File: src/rtl/l1_ddr_arbiter.sv
// Shares one cacheline-wide DDR port between the L1 icache (requester 0) and the
// L1 dcache (requester 1). One transaction is in flight at a time. The granted
// request is registered onto the DDR port, and the response is routed back to
// the requester that owns the transaction.
//
// Default arbitration is round-robin on a tie.
// Optional build macro L1ARB_DCACHE_PRIORITY_EN: on a tie the dcache wins. After
// three consecutive dcache-won ties, the next tie goes to the icache.
module l1_ddr_arbiter #(
    parameter int unsigned addr_bits = 32,
    parameter int unsigned line_bits = 256
) (
    input  logic                 clk,
    input  logic                 rst,
    input  logic [addr_bits-1:0] l1i_arb_addr,
    input  logic                 l1i_arb_read,
    input  logic                 l1i_arb_write,
    input  logic [line_bits-1:0] l1i_arb_wdata,
    output logic [line_bits-1:0] arb_l1i_rdata,
    output logic                 arb_l1i_resp,
    input  logic [addr_bits-1:0] l1d_arb_addr,
    input  logic                 l1d_arb_read,
    input  logic                 l1d_arb_write,
    input  logic [line_bits-1:0] l1d_arb_wdata,
    output logic [line_bits-1:0] arb_l1d_rdata,
    output logic                 arb_l1d_resp,
    output logic [addr_bits-1:0] arb_ddr_addr,
    output logic                 arb_ddr_read,
    output logic                 arb_ddr_write,
    output logic [line_bits-1:0] arb_ddr_wdata,
    input  logic [line_bits-1:0] ddr_arb_rdata,
    input  logic                 ddr_arb_resp
);

    typedef enum logic [1:0] {StIdle, StBusy, StDone} state_e;

    state_e               state_q, state_d;
    // Owner of the most recent grant (0 = icache, 1 = dcache); also the current owner.
    logic                 last_grant_q, last_grant_d;
    logic [addr_bits-1:0] addr_q, addr_d;
    logic [line_bits-1:0] wdata_q, wdata_d;
    logic                 rd_q, rd_d;
    logic                 wr_q, wr_d;
    logic [line_bits-1:0] i_rdata_q, i_rdata_d;
    logic [line_bits-1:0] d_rdata_q, d_rdata_d;
    logic                 i_resp_q, i_resp_d;
    logic                 d_resp_q, d_resp_d;
`ifdef L1ARB_DCACHE_PRIORITY_EN
    logic [1:0]           starve_q, starve_d;
`endif

    logic pend_i, pend_d, tie, sel;

    assign pend_i = l1i_arb_read | l1i_arb_write;
    assign pend_d = l1d_arb_read | l1d_arb_write;
    assign tie    = pend_i & pend_d;

    // Owner selection among pending requesters.
    always_comb begin
        sel = 1'b0;
        if (pend_d && !pend_i) begin
            sel = 1'b1;
        end else if (tie) begin
`ifdef L1ARB_DCACHE_PRIORITY_EN
            sel = (starve_q != 2'd3);
`else
            sel = ~last_grant_q;
`endif
        end
    end

    // Next-state and registered-output logic for the grant/busy/done sequence.
    always_comb begin
        state_d      = state_q;
        last_grant_d = last_grant_q;
        addr_d       = addr_q;
        wdata_d      = wdata_q;
        rd_d         = rd_q;
        wr_d         = wr_q;
        i_rdata_d    = i_rdata_q;
        d_rdata_d    = d_rdata_q;
        i_resp_d     = 1'b0;
        d_resp_d     = 1'b0;
`ifdef L1ARB_DCACHE_PRIORITY_EN
        starve_d     = starve_q;
`endif
        unique case (state_q)
            StIdle: begin
                if (pend_i || pend_d) begin
                    state_d      = StBusy;
                    last_grant_d = sel;
                    addr_d       = sel ? l1d_arb_addr  : l1i_arb_addr;
                    wdata_d      = sel ? l1d_arb_wdata : l1i_arb_wdata;
                    // Read and write both high is treated as a write.
                    wr_d         = sel ? l1d_arb_write : l1i_arb_write;
                    rd_d         = sel ? (l1d_arb_read & ~l1d_arb_write)
                                       : (l1i_arb_read & ~l1i_arb_write);
`ifdef L1ARB_DCACHE_PRIORITY_EN
                    if (!sel) begin
                        starve_d = 2'd0;
                    end else if (tie) begin
                        starve_d = starve_q + 2'd1;
                    end
`endif
                end
            end
            StBusy: begin
                if (ddr_arb_resp) begin
                    state_d = StDone;
                    rd_d    = 1'b0;
                    wr_d    = 1'b0;
                    if (last_grant_q) begin
                        d_rdata_d = ddr_arb_rdata;
                        d_resp_d  = 1'b1;
                    end else begin
                        i_rdata_d = ddr_arb_rdata;
                        i_resp_d  = 1'b1;
                    end
                end
            end
            StDone: state_d = StIdle;
            default: state_d = StIdle;
        endcase
    end

    // State and output registers with synchronous reset.
    always_ff @(posedge clk) begin
        if (rst) begin
            state_q      <= StIdle;
            last_grant_q <= 1'b1;
            addr_q       <= '0;
            wdata_q      <= '0;
            rd_q         <= 1'b0;
            wr_q         <= 1'b0;
            i_rdata_q    <= '0;
            d_rdata_q    <= '0;
            i_resp_q     <= 1'b0;
            d_resp_q     <= 1'b0;
`ifdef L1ARB_DCACHE_PRIORITY_EN
            starve_q     <= 2'd0;
`endif
        end else begin
            state_q      <= state_d;
            last_grant_q <= last_grant_d;
            addr_q       <= addr_d;
            wdata_q      <= wdata_d;
            rd_q         <= rd_d;
            wr_q         <= wr_d;
            i_rdata_q    <= i_rdata_d;
            d_rdata_q    <= d_rdata_d;
            i_resp_q     <= i_resp_d;
            d_resp_q     <= d_resp_d;
`ifdef L1ARB_DCACHE_PRIORITY_EN
            starve_q     <= starve_d;
`endif
        end
    end

    assign arb_ddr_addr  = addr_q;
    assign arb_ddr_wdata = wdata_q;
    assign arb_ddr_read  = rd_q;
    assign arb_ddr_write = wr_q;
    assign arb_l1i_rdata = i_rdata_q;
    assign arb_l1d_rdata = d_rdata_q;
    assign arb_l1i_resp  = i_resp_q;
    assign arb_l1d_resp  = d_resp_q;

endmodule

File: config.mk
export PLATFORM = sky130hd
export DESIGN_NAME = l1_ddr_arbiter
export DESIGN_NICKNAME = d
export VERILOG_FILES = /design/src/rtl/l1_ddr_arbiter.sv
export SDC_FILE = /design/constraint.sdc
export NUM_CORES = 2
export LEC_CHECK = 0
export ABC_AREA = 1
export CAP_MARGIN = 10
export CORE_AREA = 2 2 648 650
export DETAILED_ROUTE_END_ITERATION = 10
export DIE_AREA = 0 0 650 652
export PLACE_DENSITY = 0.35
export SETUP_SLACK_MARGIN = 0.05
export SLEW_MARGIN = 20
export SYNTH_ARGS = -nofsm -noshare
export SYNTH_HDL_FRONTEND = slang
export SYNTH_SLANG_ARGS = --single-unit
File: constraint.sdc
create_clock -name clk -period 2.5 [get_ports clk]
set_clock_uncertainty 0.1 [all_clocks]
set_input_delay 0.5 -clock clk [delete_from_list [all_inputs] [get_ports clk]]
set_output_delay 0.5 -clock clk [all_outputs]
set_load 0.02 [all_outputs]
==> impl_metrics.ini <==
[status]
status = completed

[setup_path]
worst-path-buf-inv = 1
crit_type = reg2out
slowest_delay_ps = 530
crit_chain = dlygate4sd2_1
crit_family = flip-flops
r2r_end = arb_l1d_rdata[48]
path_max_fanout = 2
r2r_cells = 9
rr_startpoint = state_q[0]
critPathSlowestCell = dfxtp_1
required_ps = 1900
r2r_setup_slack_ps = 470
cp-end-kind = primary output
crit_path_start_kind = flop
arrival_ps = 1800

[sta]
period_needed_ps = 2400
hold_violations = 0
rsz0062_at_grt = no
relSlewSlack_pct = 58.5
timing.final.crit_share_pct = 95.8
fmax_mhz = 418
slew_violations = 0
fin_ws_ps = 105
worst_pin_slew_ps = 625
setup_violations = 0

[yosys]
yosys_warnings = 0
syn-num-nets = 5568
netlist_instances = 4729
yosysTopAreaCell = dfxtp_1
synth_cell_types = 19
netlist_area_sq_um = 32200
synth_top_area_share_pct = 50.2
synthTopCellsByArea = dfxtp_1 50%, nor2_1 19%, nand2_1 10%
syn_avg_cell_area_sq_um = 6.80
ys_ff_latch = 807
ys_seq_area_share_pct = 50.2

[detailed_routing]
drc = 0
drtIter0Drc = 2946
vias = 38491
firstDrtPassIters = 6
wirelength_mm = 342
ant_nets = 0
wl_per_cell_um = 28.5
vias_per_cell = 3.20

[min_path]
hp-start = ddr_arb_rdata[156]
hold_class = in2reg
min_to = arb_l1d_rdata[156]
min_path_cells = 3

[pwr]
leakage_uw = 0.0277
ir_worst_vdd_v = 0.000544
total_power_uw = 42200
power_density_nw_per_um2 = 708

[cts]
cts_tree = built
cts_buffers = 116
cts_setup_buffers = 0
htree_levels = 3
cts_sinks = 807
root_buffer = clkbuf_16
clkTransAtPathRegs_ps = 60
clockBufferDepth = 4
clock_latency_ps = 820

[finish]
layout-drive-gt1-share_pct = 7.52
fillCellCount = 48175
area_growth_pct = 85.4
fin_nets = 7214

[global_route]
overflow = 0
grt_max_degree = 74
grt_pass1_wl_mm = 425
grt_pass1_vias = 36590
antenna_found_initial = 352
grt_usage_pct = 15.5

[place]
hpwlAfterDp_mm = 297
pre_cts_slack_ps = -116
io_buffer_count = 1642
gp_congestion = 0.940

[floorplanning]
dieArea_sq_um = 424000
coreArea_sq_um = 416000
die_h_um = 652
num_rows = 237
fp.dieW_um = 650
ios = 1643
start_util_pct = 7.73

[flow_run]
cap_violations = 0
[Yosys cell counts]
cell and n:
nor2_1 1606, clkinv_1 1, or2_1 1, a21oi_1 5, clkbuf_1 152, buf_1 2, buf_4 2, buf_6 4
nand2_1 875, inv_2 4, nor2_2 1, inv_1 293, o21ai_0 506, dfxtp_1 807, nor2_4 2, o21ai_1 8
o21bai_1 1, buf_2 168, nand3_1 291
[cells by family (layout without fill, tap and decap cells)]
kind of cell           Yosys count  in the layout  synth area share (%)
and+or+nand+nor               2776           2776                  33.6
AOI/OAI and AO/OA              520            520                  8.10
other                            0             73                     0
DFF                            807            807                  50.2
buffers and inverters          626           2357                  8.08
[placed cells by master (no fill, tap or decap), types with 3 or more instances in the layout]
cell,instances
nor2_4,3
dlygate4sd2_1,687
buf_4,193
clkinvlp_4,4
a21oi_1,5
clkdlybuf4s50_1,857
clkdlybuf4s15_1,13
clkbuf_16,116
nand2_1,873
inv_6,6
clkbuf_1,28
clkdlybuf4s15_2,18
o21ai_0,505
buf_12,85
bufinv_16,5
o21ai_1,9
diode_2,73
clkbuf_8,29
inv_1,292
clkinv_2,14
nor2_1,1606
inv_8,4
nand3_1,291
dfxtp_1,805
[flip-flops by register name (all words and copies together) (netlist names)]
| name | cells |
|---|---|
| arb_l1d_rdata | 256 |
| last_grant_q | 1 |
| arb_ddr_addr | 32 |
| arb_ddr_write | 1 |
| state_q | 2 |
| arb_l1d_resp | 1 |
| arb_ddr_read | 1 |
| arb_l1i_rdata | 256 |
| arb_ddr_wdata | 256 |
| arb_l1i_resp | 1 |
[layer usage]
layer	share of wire, %	global-route usage (%)	routed length (um)	vias to the layer above
met5	0.41	0	1400	-
met4	2.2	2.88	7690	200
met3	13	8.46	43100	647
met2	47	26.2	160000	1925
met1	38	17.2	130000	17701
li1	-	-	-	18018
[timing repair]
item | in CTS | in global routing
resized for setup | 773 | 1
setup endpoints to repair | 719 | 1
hold buffers | 1 | 0
endpoints found under the hold margin | 14 | 0
[report_power, final]
group          total (uW)  internal (uW)  switching (uW)
Combinational       10600           4000            6610
Sequential          14700          14000             731
Clock               16900           9840            7060
Total               42200          27800           14400
[how the worst max path moves through the flow]
| stage | start | to | slack (ps) | cells past startpoint |
|---|---|---|---|---|
| finish | arb_ddr_wdata[46] | arb_ddr_wdata[46] | 100 | 1 |
| floorplan | l1i_arb_read | last_grant_q | 820 | 8 |
| global placement | l1i_arb_write | arb_ddr_wdata[44] | -100 | 9 |
| global route | arb_ddr_wdata[52] | arb_ddr_wdata[52] | 50 | 1 |
| detailed placement | l1i_arb_write | arb_ddr_wdata[101] | -120 | 10 |
| CTS | arb_ddr_wdata[182] | arb_ddr_wdata[182] | 50 | 1 |
[stage by stage]
stage | std cells | area (sq um) | setup TNS (ps) | utilization (%) | hold slack [ps]
finish | 12030 | 59600 | 0 | 14.3 | 145
global route | 11964 | 59500 | 0 | 14.3 | 93.6
global placement | 11753 | 56600 | -7190 | 13.6 | 362
detailed placement | 11753 | 56600 | -9420 | 13.6 | 370
floorplan | 4729 | 32200 | 0 | - | 419
CTS | 11957 | 59400 | 0 | 14.3 | 38.7
[worst min-delay path, cell delays in order]
cell and delay [ps]:
clkdlybuf4s50_1 410, nor2_1 110, nor2_1 50
[area by class of cell]
type                       count  area (sq um)  area share (%)
antenna                       73           183           0.306
clock buffer                 173          3410            5.71
clock inverter                30           319           0.535
inverter                     298          1150            1.93
multi-input combinational   3296         13400            22.5
sequential                   807         16200            27.1
tap                         5497          6880            11.5
timing repair buffer        1856         18100            30.4
(Power assumes the default switching activity.)
